**src/rtl/alu_pkg.sv**
```systemverilog
// Shared definitions for the BPF ALU: operation encoding and control width.
package alu_pkg;

    localparam int unsigned ALU_OP_W = 4;

    // Codes match the BPF opcode op field (upper nibble >> 4).
    typedef enum logic [ALU_OP_W-1:0] {
        ADD  = 4'h0,
        SUB  = 4'h1,
        MUL  = 4'h2,
        DIV  = 4'h3,
        OR   = 4'h4,
        AND  = 4'h5,
        LSH  = 4'h6,
        RSH  = 4'h7,
        NEG  = 4'h8,
        MOD  = 4'h9,
        XOR  = 4'hA,
        MOV  = 4'hB,
        ARSH = 4'hC
    } alu_op_t;

endpackage : alu_pkg

```
**src/rtl/alu_core.sv**
```systemverilog
// Combinational BPF ALU datapath: result and illegal flag from (a, b, ctl).
module alu_core
    import alu_pkg::*;
#(
    parameter int unsigned WIDTH = 8
) (
    input  logic [WIDTH-1:0]    a,
    input  logic [WIDTH-1:0]    b,
    input  logic [ALU_OP_W-1:0] ctl,
    output logic [WIDTH-1:0]    result_c,
    output logic                illegal_c
);

    localparam int unsigned SH_W = $clog2(WIDTH);

    // Shift amounts are taken modulo WIDTH; WIDTH is a power of two.
    logic [SH_W-1:0] shamt;
    assign shamt = b[SH_W-1:0];

    always_comb begin
        result_c  = '0;
        illegal_c = 1'b0;
        case (alu_op_t'(ctl))
            ADD:  result_c = a + b;
            SUB:  result_c = a - b;
            MUL:  result_c = a * b;
            DIV:  result_c = (b == '0) ? '0 : a / b;
            OR:   result_c = a | b;
            AND:  result_c = a & b;
            LSH:  result_c = a << shamt;
            RSH:  result_c = a >> shamt;
            NEG:  result_c = -a;
            MOD:  result_c = (b == '0) ? a : a % b;
            XOR:  result_c = a ^ b;
            MOV:  result_c = b;
            ARSH: result_c = $unsigned($signed(a) >>> shamt);
            default: illegal_c = 1'b1;
        endcase
    end

endmodule : alu_core

```
**src/rtl/alu.sv**
```systemverilog
// Registered BPF ALU: one-cycle latency, one operation per cycle, no backpressure.
module alu
    import alu_pkg::*;
#(
    parameter int unsigned WIDTH = 8
) (
    input  logic                clk,
    input  logic                rst,
    input  logic [WIDTH-1:0]    a,
    input  logic [WIDTH-1:0]    b,
    input  logic [ALU_OP_W-1:0] ctl,
    input  logic                in_valid,
    output logic [WIDTH-1:0]    out,
    output logic                out_valid,
    output logic                illegal
);

    logic [WIDTH-1:0] result_c;
    logic             illegal_c;

    alu_core #(
        .WIDTH (WIDTH)
    ) u_core (
        .a         (a),
        .b         (b),
        .ctl       (ctl),
        .result_c  (result_c),
        .illegal_c (illegal_c)
    );

    // Result and flag hold while idle; valid pulses only for accepted ops.
    always_ff @(posedge clk) begin
        if (rst) begin
            out       <= '0;
            out_valid <= 1'b0;
            illegal   <= 1'b0;
        end else if (in_valid) begin
            out       <= result_c;
            out_valid <= 1'b1;
            illegal   <= illegal_c;
        end else begin
            out_valid <= 1'b0;
        end
    end

endmodule : alu

```
**config.mk**
```make
export PLATFORM = sky130hd
export DESIGN_NAME = alu
export DESIGN_NICKNAME = d
export VERILOG_FILES = /design/src/rtl/alu_pkg.sv /design/src/rtl/alu_core.sv /design/src/rtl/alu.sv
export SDC_FILE = /design/constraint.sdc
export NUM_CORES = 1
export LEC_CHECK = 0
export ABC_CLOCK_PERIOD_IN_PS = 24400
export BUFFER_PORTS_ARGS = -buffer_cell sky130_fd_sc_hd__buf_2
export CAP_MARGIN = 30
export CORE_ASPECT_RATIO = 2
export CORE_UTILIZATION = 64
export DETAILED_ROUTE_END_ITERATION = 8
export PLACE_DENSITY_LB_ADDON = 0.1
export SLEW_MARGIN = 5
export SYNTH_ARGS = -nofsm -noshare
export SYNTH_HDL_FRONTEND = slang
export SYNTH_HIERARCHICAL = 1
export SYNTH_SLANG_ARGS = --single-unit
```
**constraint.sdc**
```tcl
create_clock -name clk -period 24.4 [get_ports clk]
set_input_delay 0 -clock clk [delete_from_list [all_inputs] [get_ports clk]]
set_output_delay 0 -clock clk [all_outputs]
set_load 0.1 [all_outputs]
```
Word-level counts from Yosys, hierarchy flattened
Index checks and enable logic that the tools add are counted.

Add/subtract/negate cells: 3. Multiply operators: 1. Div/mod/pow operators: 2. Eq/ne operators: 12. Shift-type cells: 3. Multiplexer cells: 5. Bitwise operators: 3. Reduce and logical (&&, ||, !) cells: 3.

Operator list (number): 8-bit case mux with 13 select lines (1); 4-bit == test (second input constant) (5); 4-bit by 3-bit == test with 1-bit output (second input constant) (4); 8-bit two-way mux (2); 13-bit OR reduction (1); 8-bit adder (1); 8-bit bitwise AND (1); 8-bit by 8-bit divider with 8-bit output (1); 4-bit by 2-bit == test with 1-bit output (second input constant) (2); 8-bit logical NOT (1); 8-bit by 8-bit remainder unit with 8-bit output (1); 8-bit by 8-bit multiplier with 8-bit output (1); 8-bit negator (1); 8-bit bitwise OR (1); 8-bit by 3-bit << shifter with 8-bit output (1); 8-bit by 3-bit right shift with 8-bit output (1); 8-bit by 3-bit >>> shifter with 8-bit output (1); 8-bit subtractor (1); 8-bit XOR (1); 4-bit by 1-bit == test with 1-bit output (second input constant) (1); 4-bit logical NOT (1); 1-bit two-way mux (2).

Flip-flop bits (word level): 10. Bits of input ports: 23. Output and inout port bits: 10. Word-level logic and storage cells: 35.

Longest topological paths before layout
Depth after elaboration: 3. Gate-level depth with buffers: 53.

Modules after synthesis
Netlist, hierarchy kept.

By module, submodules not included: alu_core (times used 1, cells an instance 665, area an instance 4798.4 um^2, sequential area each 0.0 um^2); alu (times used 1, cells an instance 31, area an instance 346.6 um^2, sequential area each 200.2 um^2).

Worst setup path after synthesis
No wires, ideal clock.

Path type: input-to-reg. Start: in b[0]. End: reg out[7]. Setup time: 118 ps. Arrival time: 10874 ps. Data required time: 24282 ps. Setup slack: 13408 ps. Stages: 52. Buffers on the path: 2. Path through: buf_1 > inv_1 > ha_1 > a21oi_1 > a21oi_1 > ha_1 > nor4b_1 > a211oi_1 > o22a_1 > ha_1 > o211ai_1 > a211o_4 > a21o_1 > and2_1 > ha_1 > a21o_1 > o211ai_1 > nand2_1 > (+16 left out) > ha_1 > nor3_1 > a211oi_1 > a221o_1 > and2_1 > buf_2 > mux2_1 > o31ai_1 > ha_1 > o21a_1 > o31a_1 > o311a_1 > o31a_1 > or4_1 > a31oi_1 > o221ai_2 > mux2i_1 > nor2_1.

Cells in the longest elaborated chain, start to end: 3. Elaborated cells on any way between the ends: 12. Classes of those cells: 2 x add/sub; 1 x mul; 2 x div; 3 x shift; 3 x mux; 1 x reduce/logical.

Ends and longest elaborated chain: from (decl) (line alu.sv:10) `input logic [WIDTH-1:0] b,`; 8-bit by 8-bit remainder unit with 8-bit output, or another cell as far along (line alu_core.sv:33) `MOD: result_c = (b == '0) ? a : a % b;`; 8-bit two-way mux, on equally long branches (line alu_core.sv:33, alu_core.sv:27); 8-bit case mux with 13 select lines (*) (line alu_core.sv:23) `case (alu_op_t'(ctl))`; net result_c[7] (line alu.sv:18) `logic [WIDTH-1:0] result_c;`; to (signal assigned) (line alu.sv:38) `out <= result_c;`; to (decl) (line alu.sv:13) `output logic [WIDTH-1:0] out,`.

Mark *: on every way through the listed nets, which the timed path passes. The rest lies on a longest branch. A chain may end at the register's enable or synchronous reset.

Final worst setup path
Start: in b[0]. End: reg out[4].

The elaborated chain is that of the path after synthesis.

==> results.tsv <==
metric	value	unit
fin. max-slew vios	0	
# diodes	0	
CP max-delay cell	a41oi_1	
fin crit share	53.79	%
Die Wd	65.40	µm
initial antenna violation count	0	
# setup viols final	0	
Seq pwr share	7.8	%
Synth Area in Compound Gates	28.04	%
Yosys reg bits	10	
Fmax	76.19	MHz
TritonRoute pass-1 iters	8	
average wire per standard cell	23.71	µm
most frequent cells in the layout	ha_1, nor2_1, inv_1	
setup TNS	0	ps
final hold violations	0	
most common cell after layout, fill and taps aside	ha_1	
syn avg cell area	7.392	µm²
sw frac	52.34	%
EDFF count, synth	0	
H-tree depth	1	
synth warn	6	
Layout area overhead	4.645	%
multiplexer area fraction after synthesis	6.128	%
vias	5762	
post-synthesis simple-gate area fraction	22.18	%
DR vias/cell	7.266	
CTS Hold Buffers Added	0	
top_reg_cell synth	dfxtp_1	
Clock Power Share	13.7	%
main combinational cell family by area after synthesis	compound AO/OA/AOI/OAI gates	
hold slack	59.96	ps
Switching Power	0.1253	mW
Initial Util	66.70	%
max cap viols	0	
Post-Synth XOR/XNOR Area	7.685	%
ANT nets after route	0	
Pleak	2.454	nW
PwrDens	44.46	nW/µm²
Post-CTS Setup Inserts	0	
largest net degree at the start of global routing	28	
Slew @ Worst Pin	934.4	ps
Die Y-Extent	128.8	µm
CTS clk-pin slew, worst paths	40	ps
Synth async-reset ratio	0	%
Gate power share	78.5	%
CTS tree	done	
Final min period	13120	ps
core area	7714	µm²
crit path launch type	input port	
total CTS buffers	3	
Setup Skew	0	ps
CP max FO	27	
layout cells sized above 1	9.013	%
CTS Sinks	10	
RSZ-0062 raised after global routing	no	
GRT Util Overall	46.03	%
vias in the first global route	5586	
cts repair resizes	0	
Iter 0 DRT Violations	750	
Clock Tree Root	clkbuf_16	
CTS max path bufs	2	
later-pin clock latency in the skew report	240	ps
number of nets in the layout	818	
post-synth cell types	83	
maximum vdd drop	0.07782	mV
Power Internal	0.1141	mW
setup ws final	11280	ps
Seq/Total Area, Yosys	3.891	%
first-pass GRT wire length	29110	µm
I/O Pins	33	
Mapped Area	5145	µm²
full die area	8424	µm²
kind of critical path	input port to register	
Hold Path Class	input port to register	
Setup crit end kind	register	
cell mode on critical path	ha_1	
grt total ovfl	0	
status	complete, no violations	
std cell rows	45	
slowest stage delay, CP	690	ps
Post-Synthesis Cells	696	
Syn Nets	814	
Rel. slew slack	37.23	%
post-synthesis adder-cell area fraction	25.15	%
final WL	18800	µm
dpl hpwl	14500	µm
DRC Markers	0	
RePlAce Congestion	1.091	
Buffers on Ports	32	
Worst Path Arrival	13250	ps
Worst EP required	24520	ps
Setup WS pre-CTS	11460	ps
-- sequential cells by signal, summed over array words and instances (netlist names) --
signal,count
illegal,1
out,8
out_valid,1
-- critical path, delay by kind of cell --
family / cells / cell delay [ps]
AOI/OAI and AO/OA: 28 / 7380
adders and majority gates: 8 / 2780
and+or+nand+nor: 6 / 1550
buffers and inverters: 3 / 950
muxes: 2 / 560
-- per-layer routing --
layer	global-route usage [%]	part of all wire, %
met1	45.22	33
met2	79.38	49
met3	9.929	7.8
met4	39.13	11
met5	0	0
-- Yosys cell counts (8+ instances only) --
library cell | n | area [µm²]
nor2b_1 | 12 | 75.07
a211oi_1 | 21 | 157.7
xnor2_1 | 32 | 280.3
clkbuf_1 | 27 | 101.4
nor3_1 | 29 | 145.1
ha_1 | 81 | 1013
nand2_1 | 46 | 172.7
inv_1 | 51 | 191.4
dfxtp_1 | 10 | 200.2
nand2b_1 | 8 | 50.05
a21oi_1 | 39 | 195.2
nand3_1 | 12 | 60.06
or3_1 | 9 | 56.30
o21ai_0 | 31 | 155.2
a21o_1 | 12 | 90.09
fa_1 | 14 | 280.3
mux2i_1 | 20 | 200.2
nor2_1 | 79 | 296.5
xor2_1 | 8 | 70.07
o21a_1 | 10 | 75.07
-- area by class of cell --
cell class              count  area (µm²)
clock buffers               4       88.84
fillers                   708        2330
inverters                  53       198.9
multi-input cells         597        4596
flip-flops and latches     10       200.2
well taps                  94       117.6
repair buffers             35       182.7
-- path summary, 6_finish.rpt --
check	to	start	slack [ps]	cells after the start
setup reg to reg	out[4]	out[4]	23760	2
hold reg to reg	out[1]	out[1]	490	2
hold / removal	out[0]	rst	60	2
setup / recovery	out[4]	b[0]	11280	47
-- kinds of logic after synthesis --
logic type / count (synthesis)
flip-flops: 10
adder cells (fa/ha/maj): 95
AND/OR/NAND/NOR: 232
XOR/XNOR: 42
buffers and inverters: 89
multiplexers: 27
AO/OA/AOI/OAI: 201
-- through the flow --
| stage | power, mW | area, µm² | utilization [%] | instances |
|---|---|---|---|---|
| floorplan | 0.1554 | 5145 | - | 696 |
| global placement | 0.1959 | 5280 | 68.45 | 788 |
| detailed placement | 0.1989 | 5280 | 68.45 | 788 |
| CTS | 0.2328 | 5369 | 69.60 | 792 |
| global route | 0.2545 | 5384 | 69.80 | 793 |
| finish | 0.2393 | 5384 | 69.80 | 793 |
-- power groups by stage --
stage	combinational (mW)	clock (mW)	sequential, mW
2_1_floorplan	0.126	0	0.0291
3_3_place_gp	0.177	0	0.0188
3_5_place_dp	0.180	0	0.0188
4_1_cts	0.181	0.0329	0.0186
5_1_grt	0.202	0.0338	0.0187
6_report	0.188	0.0328	0.0186
No activity file was read; power rests on OpenSTA's default activity.
